File: src/rtl/pred_pkg.sv
// Shared types for the predicate write-back controller: address width,
// predicate count, combine operations and the queued entry layout.
package pred_pkg;

   localparam int PRED_ADDR_W = 4;
   localparam int PRED_NUM    = 16;

   typedef enum logic [1:0] {
      OP_WRITE     = 2'b00,
      OP_WRITE_INV = 2'b01,
      OP_AND       = 2'b10,
      OP_OR        = 2'b11
   } pred_op_e;

   typedef struct packed {
      logic [PRED_ADDR_W-1:0] addr;
      logic                   value;
      pred_op_e               op;
   } pred_entry_t;

   // New predicate value from the current register value and the compare outcome.
   function automatic logic pred_apply(pred_op_e op, logic cur, logic val);
      logic r;
      case (op)
         OP_WRITE:     r = val;
         OP_WRITE_INV: r = ~val;
         OP_AND:       r = cur & val;
         default:      r = cur | val;
      endcase
      return r;
   endfunction

endpackage

File: src/rtl/pred_writeback_ctrl_if.sv
// Compare-result handshake plus predicate register-file port.
// master = producer/register-file side, slave = write-back controller.
interface pred_writeback_ctrl_if;
   import pred_pkg::*;

   logic                   cmp_valid;
   logic                   cmp_ready;
   logic [PRED_ADDR_W-1:0] cmp_addr;
   logic                   cmp_value;
   pred_op_e               cmp_op;

   logic [PRED_ADDR_W-1:0] prf_read_addr;
   logic                   prf_data_out;
   logic                   prf_write_enable;
   logic [PRED_ADDR_W-1:0] prf_write_addr;
   logic                   prf_data_in;

   modport master (
      output cmp_valid, cmp_addr, cmp_value, cmp_op, prf_data_out,
      input  cmp_ready, prf_read_addr, prf_write_enable, prf_write_addr, prf_data_in
   );

   modport slave (
      input  cmp_valid, cmp_addr, cmp_value, cmp_op, prf_data_out,
      output cmp_ready, prf_read_addr, prf_write_enable, prf_write_addr, prf_data_in
   );

endinterface

File: src/rtl/pred_fifo.sv
// In-order FIFO of pred_entry_t. Power-of-two DEPTH, pointers wrap naturally,
// separate occupancy count 0..DEPTH. Exposes every slot and its valid bit so
// the owner can build per-address summaries.
module pred_fifo
   import pred_pkg::*;
#(
   parameter int DEPTH = 4
) (
   input  logic                    clk,
   input  logic                    reset,
   input  logic                    push,
   input  logic                    pop,
   input  logic                    flush,
   input  pred_entry_t             push_data,
   output pred_entry_t             head,
   output logic                    full,
   output logic                    empty,
   output pred_entry_t [DEPTH-1:0] slots,
   output logic [DEPTH-1:0]        slot_vld
);

   localparam int PW = $clog2(DEPTH);
   localparam int CW = $clog2(DEPTH + 1);

   logic [PW-1:0]           wr_ptr, rd_ptr;
   logic [CW-1:0]           count;
   pred_entry_t [DEPTH-1:0] mem;
   logic                    do_push, do_pop;

   assign full    = (count == CW'(DEPTH));
   assign empty   = (count == '0);
   assign do_push = push & ~full & ~flush;
   assign do_pop  = pop & ~empty & ~flush;
   assign head    = mem[rd_ptr];
   assign slots   = mem;

   // Pointer and count update; flush empties the queue in one edge.
   always_ff @(posedge clk or posedge reset) begin
      if (reset) begin
         wr_ptr <= '0;
         rd_ptr <= '0;
         count  <= '0;
      end else if (flush) begin
         wr_ptr <= '0;
         rd_ptr <= '0;
         count  <= '0;
      end else begin
         if (do_push) wr_ptr <= wr_ptr + PW'(1);
         if (do_pop)  rd_ptr <= rd_ptr + PW'(1);
         case ({do_push, do_pop})
            2'b10:   count <= count + CW'(1);
            2'b01:   count <= count - CW'(1);
            default: count <= count;
         endcase
      end
   end

   // Entry storage; contents are only meaningful under slot_vld, so no reset.
   always_ff @(posedge clk) begin
      if (do_push) mem[wr_ptr] <= push_data;
   end

   // A slot is live when its distance from the read pointer is below count.
   always_comb begin
      logic [PW-1:0] off;
      slot_vld = '0;
      for (int i = 0; i < DEPTH; i++) begin
         off         = PW'(i) - rd_ptr;
         slot_vld[i] = (CW'(off) < count);
      end
   end

endmodule

File: src/rtl/pred_writeback_ctrl.sv
// Predicate write-back controller: queues compare results and retires one per
// cycle into the predicate register file, applying WRITE/WRITE_INV/AND/OR
// against the register's current value.
// Optional build macro: PRED_WB_BYPASS_EN -- an empty queue writes the
// incoming result in the same cycle instead of enqueuing it.
module pred_writeback_ctrl
   import pred_pkg::*;
#(
   parameter int DEPTH    = 4,
   parameter int NUM_PRED = PRED_NUM
) (
   input  logic                  clk,
   input  logic                  reset,
   input  logic                  flush,
   pred_writeback_ctrl_if.slave  bus,
   output logic [NUM_PRED-1:0]   pending,
   output logic                  busy
);

   pred_entry_t             in_entry, head;
   pred_entry_t [DEPTH-1:0] slots;
   logic [DEPTH-1:0]        slot_vld;
   logic                    full, empty, push, pop, bypass, ready;
   logic                    we, wdata;
   logic [PRED_ADDR_W-1:0]  waddr, raddr;

   assign in_entry = '{addr: bus.cmp_addr, value: bus.cmp_value, op: bus.cmp_op};

   // A slot freed by this cycle's retire is not reusable until next cycle.
   assign ready = ~full & ~flush;

`ifdef PRED_WB_BYPASS_EN
   assign bypass = empty & ~flush & bus.cmp_valid & ~reset;
`else
   assign bypass = 1'b0;
`endif

   assign push = bus.cmp_valid & ready & ~bypass;
   assign pop  = ~empty & ~flush;
   assign busy = ~empty;

   pred_fifo #(.DEPTH(DEPTH)) u_fifo (
      .clk       (clk),
      .reset     (reset),
      .push      (push),
      .pop       (pop),
      .flush     (flush),
      .push_data (in_entry),
      .head      (head),
      .full      (full),
      .empty     (empty),
      .slots     (slots),
      .slot_vld  (slot_vld)
   );

   // Retire path: head entry (or bypassed input) read-modify-written this cycle.
   always_comb begin
      we    = 1'b0;
      waddr = '0;
      raddr = '0;
      wdata = 1'b0;
      if (!empty) begin
         raddr = head.addr;
         if (!flush && !reset) begin
            we    = 1'b1;
            waddr = head.addr;
            wdata = pred_apply(head.op, bus.prf_data_out, head.value);
         end
      end else if (bypass) begin
         raddr = bus.cmp_addr;
         we    = 1'b1;
         waddr = bus.cmp_addr;
         wdata = pred_apply(bus.cmp_op, bus.prf_data_out, bus.cmp_value);
      end
   end

   assign bus.cmp_ready        = ready;
   assign bus.prf_read_addr    = raddr;
   assign bus.prf_write_enable = we;
   assign bus.prf_write_addr   = waddr;
   assign bus.prf_data_in      = wdata;

   // Per-predicate in-flight mask over every live queue slot.
   always_comb begin
      pending = '0;
      for (int i = 0; i < DEPTH; i++) begin
         for (int p = 0; p < NUM_PRED; p++) begin
            if (slot_vld[i] && slots[i].addr == PRED_ADDR_W'(p)) pending[p] = 1'b1;
         end
      end
   end

endmodule
File: src/flat_wrapper.sv
// flat-port wrapper written by rule: the top's interface ports become plain ports
module pred_writeback_ctrl_flat import pred_pkg::*;
#(
   parameter int DEPTH    = 4,
   parameter int NUM_PRED = PRED_NUM
)
  (clk, reset, flush, pending, busy, bus_cmp_valid, bus_cmp_addr, bus_cmp_value, bus_cmp_op, bus_prf_data_out, bus_cmp_ready, bus_prf_read_addr, bus_prf_write_enable, bus_prf_write_addr, bus_prf_data_in);
  pred_writeback_ctrl_if bus_i ();
  input  logic clk;
  input  logic reset;
  input  logic flush;
  output logic [NUM_PRED-1:0] pending;
  output logic busy;
  input wire logic [$bits(bus_i.cmp_valid)-1:0] bus_cmp_valid;
  input wire logic [$bits(bus_i.cmp_addr)-1:0] bus_cmp_addr;
  input wire logic [$bits(bus_i.cmp_value)-1:0] bus_cmp_value;
  input wire logic [$bits(bus_i.cmp_op)-1:0] bus_cmp_op;
  input wire logic [$bits(bus_i.prf_data_out)-1:0] bus_prf_data_out;
  output wire logic [$bits(bus_i.cmp_ready)-1:0] bus_cmp_ready;
  output wire logic [$bits(bus_i.prf_read_addr)-1:0] bus_prf_read_addr;
  output wire logic [$bits(bus_i.prf_write_enable)-1:0] bus_prf_write_enable;
  output wire logic [$bits(bus_i.prf_write_addr)-1:0] bus_prf_write_addr;
  output wire logic [$bits(bus_i.prf_data_in)-1:0] bus_prf_data_in;
  assign bus_i.cmp_valid = bus_cmp_valid;
  assign bus_i.cmp_addr = bus_cmp_addr;
  assign bus_i.cmp_value = bus_cmp_value;
  assign bus_i.cmp_op = bus_cmp_op;
  assign bus_i.prf_data_out = bus_prf_data_out;
  assign bus_cmp_ready = bus_i.cmp_ready;
  assign bus_prf_read_addr = bus_i.prf_read_addr;
  assign bus_prf_write_enable = bus_i.prf_write_enable;
  assign bus_prf_write_addr = bus_i.prf_write_addr;
  assign bus_prf_data_in = bus_i.prf_data_in;
  pred_writeback_ctrl #(.DEPTH(DEPTH), .NUM_PRED(NUM_PRED)) u_core (.clk(clk), .reset(reset), .flush(flush), .bus(bus_i), .pending(pending), .busy(busy));
endmodule
File: config.mk
export PLATFORM = sky130hd
export DESIGN_NAME = pred_writeback_ctrl_flat
export DESIGN_NICKNAME = d
export VERILOG_FILES = /design/src/rtl/pred_pkg.sv /design/src/rtl/pred_writeback_ctrl_if.sv /design/src/rtl/pred_fifo.sv /design/src/rtl/pred_writeback_ctrl.sv /design/src/flat_wrapper.sv
export SDC_FILE = /design/constraint.sdc
export NUM_CORES = 1
export LEC_CHECK = 0
export ABC_AREA = 1
export CORE_MARGIN = 2
export CORE_UTILIZATION = 40
export DETAILED_ROUTE_END_ITERATION = 8
export PLACE_DENSITY = 0.65
export SYNTH_ARGS = -nofsm -noshare
export SYNTH_HDL_FRONTEND = slang
export SYNTH_SLANG_ARGS = --single-unit
File: constraint.sdc
create_clock -name clk -period 2.1 [get_ports clk]
set_input_delay 0.525 -clock clk [delete_from_list [all_inputs] [get_ports clk]]
set_output_delay 0.525 -clock clk [all_outputs]
set_load 0.1 [all_outputs]
---- Word-level counts from Yosys, hierarchy flattened ----
Index checks and enable logic that the tools add are counted.
operators by class
  $add $sub $neg .......................... 8
  multiply operators ...................... 0
  divide/modulo/power cells ............... 0
  $lt $le $gt $ge ......................... 7
  equality and inequality tests ........... 65
  shift operators ......................... 0
  multiplexer cells ....................... 83
  bitwise gates (word level) .............. 13
  reduce and logical (&&, ||, !) cells .... 77
operator list
  cell                                                 number
  equality test 4 bit, second input constant           32
  two-way mux 1 bit                                    68
  logical AND 1 bit                                    66
  equality test 4 x 3 -> 1 bit, second input constant  16
  equality test 4 x 2 -> 1 bit, second input constant  8
  bitwise mux 28 bit                                   1
  equality test 4 x 1 -> 1 bit, second input constant  4
  logical NOT 4 bit                                    4
  binary-select mux 7 bit (select 2 bit)               1
  demux 7 bit (select 2 bit)                           1
  two-way mux 7 bit                                    2
  < comparator 2 x 3 -> 1 bit                          4
  two-way mux 4 bit                                    3
  AND 1 bit                                            8
  two-way mux 2 bit                                    4
  < comparator 2 x 3 -> 1 bit, second input constant   2
  one-hot mux 3 bit (2 select lines)                   1
  adder 2 x 1 -> 2 bit, second input constant          2
  equality test 2 x 1 -> 1 bit, second input constant  2
  equality test 2 bit, second input constant           2
  inverter 1 bit                                       4
  nonzero test 2 bit                                   2
  subtractor 1 x 2 -> 2 bit, first input constant      2
  subtractor 2 bit, first input constant               2
  11 further kinds                                     12
word-level totals
  bits in registers ....................... 35
  bits in latches ......................... 0
  RAM bits ................................ 0
  ROM bits ................................ 0
  input port bits ......................... 12
  output and inout port bits .............. 28
  word-level logic and storage cells ...... 268
  memories ................................ 0

---- Logic depth before layout (Yosys ltp) ----
Gate-level depths: netlist of run 1.
  depth in word-level cells ............... 9
  mapped depth ............................ 10
  depth with buffers taken out ............ 10

---- By module ----
A second synthesis of run 1 with hierarchy kept.
unflattened totals
  cells, all modules ...................... 360
  area total of the unflattened synthesis .. 2484.9 sq um
by module, submodules not included
  module               instances  cells an instance  area each (sq um)
  pred_fifo            1          148                1659.1
  pred_writeback_ctrl  1          212                825.8

---- Least setup slack after synthesis of run 1 ----
No wires, ideal clock.
  kind .................................... reg-to-output
  from .................................... register u_core.u_fifo.count[0]
  to ...................................... output bus_prf_read_addr[0]
  data arrival time ....................... 2.739 ns
  data required time ...................... 1.575 ns
  slack ................................... -1.164 ns
  cell stages (with the launch flop) ...... 5
  buffers on the path ..................... 0
  cells stage by stage .................... dfrtp_1 nor2_4 nand2_1 inv_1 nor2_1
between the ends
  word-level cells in the longest chain between the ends .. 2
ends and longest elaborated chain
  element                 RTL line                   source
  start, declared         pred_fifo.sv:26            logic [CW-1:0] count;
  start signal, assigned  pred_fifo.sv:51            2'b10: count <= count + CW'(1);
  start signal, assigned  pred_fifo.sv:52            2'b01: count <= count - CW'(1);
  start signal, assigned  pred_fifo.sv:53            default: count <= count;
  logical NOT 3 bit       pred_fifo.sv:31            assign empty = (count == '0);
  two-way mux 4 bit       pred_writeback_ctrl.sv:62  if (!empty) begin
  end, declared           flat_wrapper.sv:20         output wire logic [$bits(bus_i.prf_read_addr)-1:0] bus_prf_read_addr;
No other way between the ends.

---- Worst setup path in the final report of run 1 ----
  from .................................... register u_core.u_fifo.rd_ptr[1]
  to ...................................... output pending[5]
between the ends
  word-level cells in the longest chain between the ends .. 7
  elaborated cells between the ends (all ways) .. 16
ends and longest elaborated chain
  element                         RTL line                   source
  start, declared                 pred_fifo.sv:25            logic [PW-1:0] wr_ptr, rd_ptr;
  start signal, assigned          pred_fifo.sv:49            if (do_pop) rd_ptr <= rd_ptr + PW'(1);
  subtractor 1 x 2 -> 2 bit       pred_fifo.sv:68            off = PW'(i) - rd_ptr;
  < comparator 2 x 3 -> 1 bit     pred_fifo.sv:69            slot_vld[i] = (CW'(off) < count);
  logical AND 1 bit               pred_writeback_ctrl.sv:88  if (slot_vld[i] && slots[i].addr == PRED_ADDR_W'(p)) pending[p] = 1'b1;
  two-way mux 1 bit (3 in a row)  pred_writeback_ctrl.sv:88
  two-way mux 1 bit (*)           pred_writeback_ctrl.sv:88
  end, declared                   flat_wrapper.sv:12         output logic [NUM_PRED-1:0] pending;
Mark *: on every way between the ends. The rest lies on a longest branch, timed or not.

==> Implementation_results.wiki, run 1 <==
{| class="wikitable"
! Metric !! Value
|-
| Run status || finished, violations left
|-
| Violated checks || setup timing
|-
| Die Y-Extent || 80.6 um
|-
| Most used cells in the layout excluding fill and tap cells || nand2_1, inv_1, buf_4
|-
| Overall Global Routing Usage || 0.236
|-
| Number of search-and-repair iterations in the first detailed-routing pass || 5
|-
| Fraction of layout cells with a size suffix above 1 || 0.366
|-
| Worst setup path class || reg2out
|-
| Skew-Pair Late Insertion Delay || 0.29 ns
|-
| Data arrival time at the worst-slack endpoint || 2.12 ns
|-
| Max FO, Critical Path || 5
|-
| Class of the tightest hold or removal check || in2async
|-
| Syn_nets || 333
|-
| Number of standard cells after synthesis || 312
|-
| Critical path required time || 1.57 ns
|-
| Master of the slowest instance on the critical path || dfrtp_2
|-
| Cell Area, Synth || 2350 sq um
|-
| Number of diodes || 0
|-
| Final Max Tran Viols || 0
|-
| Wire length of the first global-routing pass || 11.6 mm
|-
| GP Congestion || 0.910
|-
| Final count of hold timing violations || 0
|-
| Filler cell count || 446
|-
| Crit Reg-Reg Startpoint || u_core.u_fifo.count[0]$_DFFE_PP0P_
|-
| Initial cell density of the core || 0.421
|-
| Max-Slew Margin vs Limit || 0.737
|-
| Most common cell after layout, fill and taps aside || nand2_1
|-
| Worst-case clock buffer depth || 2
|-
| Count of distinct cell types in the synthesized netlist || 25
|-
| Final min period || 2.64 ns
|-
| X dimension of the die || 80.6 um
|-
| Number of max-cap violations || 0
|-
| Number of buffers created by CTS || 5
|-
| NumNets Final || 419
|-
| CP endpoint kind || output pin
|-
| Reg-to-reg endpoint || u_core.u_fifo.count[2]$_DFFE_PP0P_
|-
| Number of cells on the worst reg-to-reg path || 11
|-
| Via count normalized by instance count || 5.28
|-
| Maximum number of pins on one net before global-route repair || 13
|-
| Final critical-path share of the clock period || 1.26
|-
| Remaining DRCs || 0
|-
| Minimum setup slack after placement || -0.370 ns
|-
| Number of global-route vias before repair || 2334
|-
| Setup repair after global routing missed its margin || yes
|-
| Quantity of I/O buffers inserted on ports || 39
|-
| Count of final setup violators || 26
|-
| FMAX || 0.379 GHz
|-
| Largest incremental delay on the critical path || 0.44 ns
|-
| Number of nets still failing antenna checks after routing || 0
|-
| Cell Chain, Critical Path || nor2_4 > nor2_4 > buf_4 > ha_4 > nand2_1 > nand2_8 > nor3_4 > nand2_1 > nand4_1 > buf_12
|-
| Detailed Place HPWL || 5.67 mm
|-
| Flop2flop setup slack || 0.27 ns
|-
| Fin Hold WS || 0.557 ns
|-
| Hold-fix buffer count after cts || 0
|-
| Largest delay contributor family on the critical path || simple AND/OR/NAND/NOR gates
|-
| Transition time of the tightest slew-check pin || 0.394 ns
|-
| Synth-to-layout area growth || 69.3%
|-
| Initial DRC Count || 225
|-
| Placement row count || 27
|-
| Launching element type of the critical path || flip-flop
|-
| Sum of overflow across all layers after global routing || 0
|-
| Leakage power summed over all cells || 0.00163 uW
|-
| Number of sinks handled by clock tree synthesis || 35
|-
| Clock-pin transition on the worst setup and hold timing paths || 0.07 ns
|-
| Worst vdd ir || 0.000941 V
|-
| Final setup skew || 0.00452 ns
|-
| Ratio of total power to cell area || 1480 nW/um^2
|-
| Sequential element share of the synthesized area || 0.433
|-
| DR WL/cell || 16.0 um
|-
| TritonCTS clock tree || done
|-
| Area of the die || 6490 sq um
|-
| DR vias || 2487
|-
| Number of ports placed on the die boundary || 40
|-
| H-tree levels || 2
|-
| CTS root buffer || clkbuf_8
|-
| Final wirelength || 7.56 mm
|-
| Slack of the critical path || -0.541 ns
|-
| Synthesized area per cell || 7.52 sq um
|-
| Core Footprint || 5570 sq um
|-
| Yosys warns || 0
|-
| Synthesized flop and latch total || 35
|-
| Worst Path Buf+Inv || 2
|-
| Number of antenna violations at the first check in global routing || 0
|}
-- per-layer routing --
metal | GRT usage | vias to the layer above | part of all wire | routed length [um]
met2 | 0.380 | 89 | 0.49 | 3680
met1 | 0.333 | 1186 | 0.44 | 3350
met3 | 0.0393 | 20 | 0.052 | 390
met5 | 0 | - | 0 | 0
met4 | 0.0508 | 0 | 0.018 | 139
li1 | - | 1192 | - | -
-- worst max-delay path by stage --
stage,from,to,slack [ns],cells past startpoint
floorplan,u_core.u_fifo.rd_ptr[1]$_DFFE_PP0P_,pending[12],-0.67,10
global placement,u_core.u_fifo.rd_ptr[0]$_DFFE_PP0P_,pending[0],-0.30,11
CTS,u_core.u_fifo.rd_ptr[1]$_DFFE_PP0P_,pending[13],-0.58,11
global route,u_core.u_fifo.rd_ptr[1]$_DFFE_PP0P_,pending[4],-0.64,9
detailed placement,u_core.u_fifo.rd_ptr[0]$_DFFE_PP0P_,pending[0],-0.37,11
finish,u_core.u_fifo.rd_ptr[1]$_DFFE_PP0P_,pending[5],-0.54,10
-- cells in the mapped netlist --
cell / instances / area [sq um]
inv_2: 3 / 11.3
nor3_2: 5 / 50.1
nand2_2: 4 / 25.0
nand4_1: 19 / 119
a21oi_1: 2 / 10.0
a21oi_2: 1 / 8.76
nand3_1: 15 / 75.1
fa_1: 1 / 20.0
dfrtp_1: 7 / 175
nor2_4: 2 / 22.5
edfxtp_1: 28 / 841
a21oi_4: 1 / 16.3
ha_1: 8 / 100
or2_0: 1 / 6.26
buf_4: 1 / 7.51
nor2_2: 2 / 12.5
nand3_2: 2 / 20.0
o22ai_1: 8 / 50.1
o21a_1: 1 / 7.51
o21ai_0: 4 / 20.0
o21ai_1: 1 / 5.00
nand2_1: 101 / 379
nor2_1: 47 / 176
nor3_1: 6 / 30.0
inv_1: 42 / 158
-- logic make-up (layout without fill, tap and decap cells) --
| group | after synthesis | after routing | synth area share |
|---|---|---|---|
| buf+inv | 46 | 133 | 0.0752 |
| flops | 35 | 35 | 0.433 |
| compound gates | 18 | 18 | 0.0501 |
| simple gates | 204 | 204 | 0.390 |
| fa+ha+maj | 9 | 9 | 0.0512 |
-- area by class of cell --
type                            instances  area [sq um]  area share
Timing Repair Buffer                   80          1000       0.252
Tap cell                               72          90.1      0.0227
Inverter                               45           174      0.0438
Multi-Input combinational cell        231          1550       0.390
Clock inverter                          3          67.6      0.0170
Clock buffer                            5          68.8      0.0173
Sequential cell                        35          1020       0.257
-- metrics by stage --
| stage | utilization | area [sq um] | power (uW) | TNS (ns) | std cells |
|---|---|---|---|---|---|
| CTS | 0.674 | 3760 | 5400 | -9.89 | 466 |
| finish | 0.712 | 3970 | 5900 | -9.96 | 471 |
| global placement | 0.619 | 3450 | 4420 | -5.76 | 454 |
| global route | 0.712 | 3970 | 6160 | -12.60 | 471 |
| floorplan | - | 2440 | 3110 | -15.32 | 312 |
| detailed placement | 0.619 | 3450 | 4440 | -6.83 | 454 |
-- sequential cells by signal, summed over array words and instances, names as in the netlist --
| register | count |
|---|---|
| u_core.u_fifo.rd_ptr | 2 |
| u_core.u_fifo.wr_ptr | 2 |
| u_core.u_fifo.count | 3 |
| u_core.u_fifo.slots | 28 |
-- what timing repair did --
action                                  in CTS  in global routing
gates cloned                                 0                  0
setup buffers                                4                  6
endpoints found under the hold margin        0                  0
endpoints found under the setup margin      27                 26
gates resized for setup                     32                 34
pin swaps                                   18                 21
-- power by group --
part / switching (uW) / internal, uW
Clock: 244 / 473
Sequential: 69.3 / 822
Combinational: 2720 / 1570
Total: 3030 / 2860
Note: power is estimated with default switching activity, not from simulation.
==> run 2: changes to the inputs <==
--- a/config.mk
+++ b/config.mk
@@ -10,6 +10,7 @@
 export CORE_UTILIZATION = 40
 export DETAILED_ROUTE_END_ITERATION = 8
 export PLACE_DENSITY = 0.65
+export SKIP_CTS_REPAIR_TIMING = 1
 export SYNTH_ARGS = -nofsm -noshare
 export SYNTH_HDL_FRONTEND = slang
 export SYNTH_SLANG_ARGS = --single-unit
==> run 2 against run 1 <==
  * The run still ends with setup timing left
  * Sequential power decreased by 0.8%
  * Clock skew about the same
  * Global-route usage is 0.80 points lower
  * Hold slack improved by 0.0019 ns
  * Combinational power fell by 4%
  * Critical endpoint is now pending[4]
  * Largest power group unchanged
==> Implementation_results.wiki, run 2 (synthesis results as in run 1) <==
{| class="wikitable"
! Metric !! Value
|-
| Reg-to-reg endpoint || u_core.u_fifo.count[2]$_DFFE_PP0P_ (unchanged)
|-
| Worst-case clock buffer depth || 2 (unchanged)
|-
| Power, Total || 5720 uW (was 5900 uW)
|-
| H-tree levels || 2 (unchanged)
|-
| Register area || 1020 sq um (unchanged)
|-
| Area of the die || 6490 sq um (unchanged)
|-
| Launching element type of the critical path || flip-flop (unchanged)
|-
| Fin Hold WS || 0.559 ns (was 0.557 ns)
|-
| Final setup skew || 0.00483 ns (was 0.00452 ns)
|-
| Number of ports placed on the die boundary || 40 (unchanged)
|-
| Data arrival time at the worst-slack endpoint || 2.15 ns (was 2.12 ns)
|-
| Class of the tightest hold or removal check || in2async (unchanged)
|-
| Skew-Pair Late Insertion Delay || 0.28 ns (was 0.29 ns)
|-
| CTS root buffer || clkbuf_8 (unchanged)
|-
| Final wirelength || 7.38 mm (was 7.56 mm)
|-
| Max-Slew Margin vs Limit || 0.723 (was 0.737)
|-
| Master of the slowest instance on the critical path || dfrtp_2 (unchanged)
|-
| Metal3 WL || 417 um (was 390 um)
|-
| Overall Global Routing Usage || 0.228 (was 0.236)
|-
| Flop2flop setup slack || 0.21 ns (was 0.27 ns)
|-
| Maximum number of pins on one net before global-route repair || 13 (unchanged)
|-
| Cell Chain, Critical Path || buf_4 > nor2_4 > nor2_4 > buf_4 > ha_4 > nand3_4 > nand2_8 > nor3_4 > nand2_1 > nand4_1 > buf_12 (was nor2_4 > nor2_4 > buf_4 > ha_4 > nand2_1 > nand2_8 > nor3_4 > nand2_1 > nand4_1 > buf_12)
|-
| Ratio of total power to cell area || 1480 nW/um^2 (about the same)
|-
| Number of global-route vias before repair || 2269 (was 2334)
|-
| Detailed Place HPWL || 5.67 mm (unchanged)
|-
| Number of antenna violations at the first check in global routing || 0 (unchanged)
|-
| Largest incremental delay on the critical path || 0.43 ns (was 0.44 ns)
|-
| Transition time of the tightest slew-check pin || 0.413 ns (was 0.394 ns)
|-
| Final min period || 2.68 ns (was 2.64 ns)
|-
| Uppermost layer routed || met4 (unchanged)
|-
| Run status || finished, violations left (unchanged)
|-
| Die Y-Extent || 80.6 um (unchanged)
|-
| Filler cell count || 454 (was 446)
|-
| Largest delay contributor family on the critical path || simple AND/OR/NAND/NOR gates (unchanged)
|-
| Count of final setup violators || 25 (was 26)
|-
| Placement row count || 27 (unchanged)
|-
| Number of cells on the worst reg-to-reg path || 11 (unchanged)
|-
| Sum of overflow across all layers after global routing || 0 (unchanged)
|-
| Critical path required time || 1.57 ns (about the same)
|-
| Setup repair after global routing missed its margin || yes (unchanged)
|-
| Last element of the critical path || pending[4] (was pending[5])
|-
| Synth-to-layout area growth || 64.2% (was 69.3%)
|-
| Largest register FFs || 28 (unchanged)
|-
| Final count of hold timing violations || 0 (unchanged)
|-
| Worst Path Buf+Inv || 3 (was 2)
|-
| Worst vdd ir || 0.000928 V (was 0.000941 V)
|-
| Wire length of the first global-routing pass || 11.2 mm (was 11.6 mm)
|-
| Remaining DRCs || 0 (unchanged)
|-
| Core Footprint || 5570 sq um (unchanged)
|-
| Area used by multi-input combinational logic || 1460 sq um (was 1550 sq um)
|-
| DR WL met2 || 3.59 mm (was 3.68 mm)
|-
| Number of search-and-repair iterations in the first detailed-routing pass || 4 (was 5)
|-
| Violated checks || setup timing (unchanged)
|-
| Number of sinks handled by clock tree synthesis || 35 (unchanged)
|-
| DR WL/cell || 15.8 um (was 16.0 um)
|-
| Critical path launch point || u_core.u_fifo.rd_ptr[0]$_DFFE_PP0P_ (was u_core.u_fifo.rd_ptr[1]$_DFFE_PP0P_)
|-
| Number of cells on the critical path || 11 (was 10)
|-
| Clock-pin transition on the worst setup and hold timing paths || 0.07 ns (about the same)
|-
| TritonCTS clock tree || done (unchanged)
|-
| Worst setup path class || reg2out (unchanged)
|-
| Number of buffers created by CTS || 5 (unchanged)
|-
| Share of the core filled with cells || 0.691 (was 0.712)
|-
| Max FO, Critical Path || 5 (unchanged)
|-
| X dimension of the die || 80.6 um (unchanged)
|-
| Leakage power summed over all cells || 0.00160 uW (was 0.00163 uW)
|-
| Final Max Tran Viols || 0 (unchanged)
|-
| Quantity of I/O buffers inserted on ports || 39 (unchanged)
|-
| Most common cell after layout, fill and taps aside || nand2_1 (unchanged)
|-
| NumNets Final || 414 (was 419)
|-
| Number of nets still failing antenna checks after routing || 0 (unchanged)
|-
| Fraction of layout cells with a size suffix above 1 || 0.343 (was 0.366)
|-
| DRT met1 WL || 3.31 mm (was 3.35 mm)
|-
| Slack of the critical path || -0.579 ns (was -0.541 ns)
|-
| Minimum setup slack after placement || -0.370 ns (unchanged)
|-
| Most used cells in the layout excluding fill and tap cells || nand2_1, inv_1, buf_4 (unchanged)
|-
| Final critical-path share of the clock period || 1.28 (was 1.26)
|-
| CP endpoint kind || output pin (unchanged)
|-
| FMAX || 0.373 GHz (was 0.379 GHz)
|-
| Number of diodes || 0 (unchanged)
|-
| Number of max-cap violations || 0 (unchanged)
|-
| Initial DRC Count || 186 (was 225)
|-
| GP Congestion || 0.910 (unchanged)
|-
| Crit Reg-Reg Startpoint || u_core.u_fifo.count[0]$_DFFE_PP0P_ (unchanged)
|-
| Via count normalized by instance count || 5.31 (was 5.28)
|-
| DR vias || 2473 (was 2487)
|-
| Initial cell density of the core || 0.421 (unchanged)
|}
-- run 2: cell count changes in the layout (fill, tap and decap cells not counted), moves of 2 or more --
cell and delta:
nor2_1 +2, nor2_2 +2, nor2_4 -4, o22ai_1 +3, o22ai_4 -3, buf_4 -5
nor3_1 +2
-- run 2: power by group --
part	total (uW)	internal [uW]	switching [uW]
Combinational	4120	1480	2650
Clock	713	473	240
Sequential	884	822	61.6
Total	5720	2770	2950
-- run 2: worst register-to-register path: stages (launching register included) --
cell and delay, ns:
dfrtp_2 0.43, buf_6 0.14, nor2_4 0.14, a21oi_4 0.08, buf_4 0.15, nand2_2 0.06
inv_1 0.05, fa_1 0.38, inv_1 0.09, nand3_1 0.10, nand3_1 0.11, nand2_1 0.05
-- run 2: worst min path at each step --
stage,depth (start not counted),slack (ns),to,start
after floorplan,1,0.33,u_core.u_fifo.count[1]$_DFFE_PP0P_,reset
after CTS,2,0.56,u_core.u_fifo.wr_ptr[1]$_DFFE_PP0P_,reset
after global placement,2,0.62,u_core.u_fifo.wr_ptr[1]$_DFFE_PP0P_,u_core.u_fifo.wr_ptr[1]$_DFFE_PP0P_
after global routing,2,0.60,u_core.u_fifo.count[2]$_DFFE_PP0P_,reset
final,2,0.56,u_core.u_fifo.wr_ptr[1]$_DFFE_PP0P_,reset
after detailed placement,2,0.63,u_core.u_fifo.wr_ptr[1]$_DFFE_PP0P_,u_core.u_fifo.wr_ptr[1]$_DFFE_PP0P_
-- run 2: final cells by class --
class / instances / area share
multi-input cells: 231 / 0.380
clock inverters: 3 / 0.0175
clock buffers: 5 / 0.0179
repair buffers: 75 / 0.251
flip-flops and latches: 35 / 0.265
well taps: 72 / 0.0234
inverters: 45 / 0.0458
-- run 2: layer usage --
metal	global-route usage	vias up
met2	0.364	82
met5	0	-
met1	0.326	1197
met4	0.0508	0
met3	0.0337	8
li1	-	1186
-- run 2: metrics by stage --
step,setup TNS [ns],instance area [sq um],cells
after floorplan,-15.32,2440,312
after global placement,-5.76,3450,454
after detailed placement,-6.83,3450,454
after CTS,-13.56,3580,462
after global routing,-12.63,3850,466
final,-10.54,3850,466
==> run 3: changes to the inputs <==
--- a/config.mk
+++ b/config.mk
@@ -7,9 +7,10 @@
 export LEC_CHECK = 0
 export ABC_AREA = 1
 export CORE_MARGIN = 2
-export CORE_UTILIZATION = 40
+export CORE_UTILIZATION = 48
+export CTS_CLUSTER_SIZE = 25
 export DETAILED_ROUTE_END_ITERATION = 8
-export PLACE_DENSITY = 0.65
+export PLACE_DENSITY = 0.76
 export SKIP_CTS_REPAIR_TIMING = 1
 export SYNTH_ARGS = -nofsm -noshare
 export SYNTH_HDL_FRONTEND = slang
==> run 3 against run 2 <==
  * Via count increased by 8.9%
  * Global-route usage increased by 1.4 points
  * Largest power group unchanged
  * Final cell count is 2.6% lower
  * Wire length increased by 6.6%
  * Clock skew up 0.0011 ns
  * The run still ends with setup timing left
  * Design area rose by 0.68%
==> Implementation_results.wiki, run 3 (synthesis results as in run 1) <==
{| class="wikitable"
! Metric !! Value
|-
| Run status || finished, violations left (unchanged)
|-
| Violated checks || setup timing (unchanged)
|-
| Final wirelength || 7.87 mm (was 7.38 mm)
|-
| Final critical-path share of the clock period || 1.29 (was 1.28)
|-
| Overall Global Routing Usage || 0.241 (was 0.228)
|-
| Critical path launch point || u_core.u_fifo.rd_ptr[1]$_DFFE_PP0P_ (was u_core.u_fifo.rd_ptr[0]$_DFFE_PP0P_)
|-
| X dimension of the die || 73.9 um (was 80.6 um)
|-
| Final setup skew || 0.00588 ns (was 0.00483 ns)
|-
| Worst vdd ir || 0.000979 V (was 0.000928 V)
|-
| Core Footprint || 4720 sq um (was 5570 sq um)
|-
| Final TNS setup || -11.20 ns (was -10.54 ns)
|-
| Final Max Tran Viols || 0 (unchanged)
|-
| Class of the tightest hold or removal check || in2async (unchanged)
|-
| Area of the die || 5460 sq um (was 6490 sq um)
|-
| Synth-to-layout area growth || 65.3% (was 64.2%)
|-
| Count of final setup violators || 25 (unchanged)
|-
| Max FO, Critical Path || 5 (unchanged)
|-
| Transition time of the tightest slew-check pin || 0.484 ns (was 0.413 ns)
|-
| Largest register FFs || 28 (unchanged)
|-
| Number of nets still failing antenna checks after routing || 0 (unchanged)
|-
| Number of ports placed on the die boundary || 40 (unchanged)
|-
| Final count of hold timing violations || 0 (unchanged)
|-
| Maximum number of pins on one net before global-route repair || 13 (unchanged)
|-
| Ratio of total power to cell area || 1480 nW/um^2 (about the same)
|-
| Max-Slew Margin vs Limit || 0.676 (was 0.723)
|-
| Area used by multi-input combinational logic || 1560 sq um (was 1460 sq um)
|-
| Quantity of I/O buffers inserted on ports || 39 (unchanged)
|-
| Clock-pin transition on the worst setup and hold timing paths || 0.07 ns (about the same)
|-
| Data arrival time at the worst-slack endpoint || 2.19 ns (was 2.15 ns)
|-
| H-tree levels || 2 (unchanged)
|-
| Skew-Pair Late Insertion Delay || 0.28 ns (about the same)
|-
| Most used cells in the layout excluding fill and tap cells || nand2_1, inv_1, buf_12, edfxtp_1, buf_4 (was nand2_1, inv_1, buf_4)
|-
| FMAX || 0.368 GHz (was 0.373 GHz)
|-
| Number of diodes || 0 (unchanged)
|-
| Number of sinks handled by clock tree synthesis || 35 (unchanged)
|-
| Number of search-and-repair iterations in the first detailed-routing pass || 9 (was 4)
|-
| Number of antenna violations at the first check in global routing || 0 (unchanged)
|-
| NumNets Final || 407 (was 414)
|-
| GP Congestion || 1.07 (was 0.910)
|-
| Number of global-route vias before repair || 2107 (was 2269)
|-
| Remaining DRCs || 0 (unchanged)
|-
| Leakage power summed over all cells || 0.00157 uW (was 0.00160 uW)
|-
| Worst-case clock buffer depth || 2 (unchanged)
|-
| Slack of the critical path || -0.618 ns (was -0.579 ns)
|-
| DR vias || 2694 (was 2473)
|-
| Setup repair after global routing missed its margin || yes (unchanged)
|-
| Number of cells on the worst reg-to-reg path || 11 (unchanged)
|-
| Placement row count || 25 (was 27)
|-
| Crit Reg-Reg Startpoint || u_core.u_fifo.count[1]$_DFFE_PP0P_ (was u_core.u_fifo.count[0]$_DFFE_PP0P_)
|-
| Final min period || 2.72 ns (was 2.68 ns)
|-
| Wire length of the first global-routing pass || 10.0 mm (was 11.2 mm)
|-
| Fraction of layout cells with a size suffix above 1 || 0.362 (was 0.343)
|-
| Worst setup path class || reg2out (unchanged)
|-
| Minimum setup slack after placement || -0.392 ns (was -0.370 ns)
|-
| Power, Total || 5730 uW (was 5720 uW)
|-
| DR WL/cell || 17.3 um (was 15.8 um)
|-
| Launching element type of the critical path || flip-flop (unchanged)
|-
| CTS root buffer || clkbuf_8 (unchanged)
|-
| CP endpoint kind || output pin (unchanged)
|-
| Via count normalized by instance count || 5.93 (was 5.31)
|-
| Most common cell after layout, fill and taps aside || nand2_1 (unchanged)
|-
| Critical path required time || 1.57 ns (about the same)
|-
| TritonCTS clock tree || done (unchanged)
|-
| Register area || 1020 sq um (about the same)
|-
| Sum of overflow across all layers after global routing || 0 (unchanged)
|-
| Initial DRC Count || 450 (was 186)
|-
| Initial cell density of the core || 0.497 (was 0.421)
|-
| Die Y-Extent || 73.9 um (was 80.6 um)
|-
| Number of buffers created by CTS || 5 (unchanged)
|-
| Detailed Place HPWL || 5.06 mm (was 5.67 mm)
|-
| Number of max-cap violations || 0 (unchanged)
|-
| Filler cell count || 266 (was 454)
|}
## run 3: worst paths after layout
path,to,slack (ns)
setup / recovery,pending[7],-0.62
hold / removal,u_core.u_fifo.wr_ptr[0]$_DFFE_PP0P_,0.57
setup reg to reg,u_core.u_fifo.count[2]$_DFFE_PP0P_,0.32
hold reg to reg,u_core.u_fifo.count[0]$_DFFE_PP0P_,0.63
max in group asynchronous,u_core.u_fifo.count[0]$_DFFE_PP0P_,1.29
min in group clk,u_core.u_fifo.count[0]$_DFFE_PP0P_,0.63
## run 3: cell type report
class,instances,share of cell area
multi-input cells,231,0.401
clock inverters,3,0.0174
inverters,45,0.0461
clock buffers,5,0.0177
repair buffers,68,0.233
well taps,67,0.0216
flip-flops and latches,35,0.263
## run 3: through the flow
| step | hold WS, ns | instance area [sq um] | util | std cells |
|---|---|---|---|---|
| 6_report | 0.568 | 3880 | 0.821 | 454 |
| 5_1_grt | 0.609 | 3880 | 0.821 | 454 |
| 4_1_cts | 0.560 | 3520 | 0.745 | 451 |
| 3_5_place_dp | 0.610 | 3380 | 0.717 | 443 |
| 3_3_place_gp | 0.600 | 3380 | 0.717 | 443 |
| 2_1_floorplan | 0.328 | 2440 | - | 312 |
## run 3: power by group
group	internal [uW]	switching (uW)
sequential	823	87.3
combinational	1430	2680
clock	473	233
total	2720	3000
## run 3: critical path: stages (launching register included)
cell	delay, ns
dfrtp_2	0.44
buf_6	0.14
inv_4	0.07
ha_4	0.20
nor2_1	0.11
nand2_1	0.10
nand2_4	0.13
nor3_2	0.06
buf_4	0.16
nand2_1	0.08
nand4_1	0.18
buf_12	0.22
## run 3: routing by layer
layer  vias to the layer above  routed length [um]  GRT usage
li1                       1166                   -          -
met1                      1219                2900      0.348
met2                       228                3650      0.380
met3                        81                 826     0.0357
met4                         0                 490     0.0687
met5                         -                   0          0
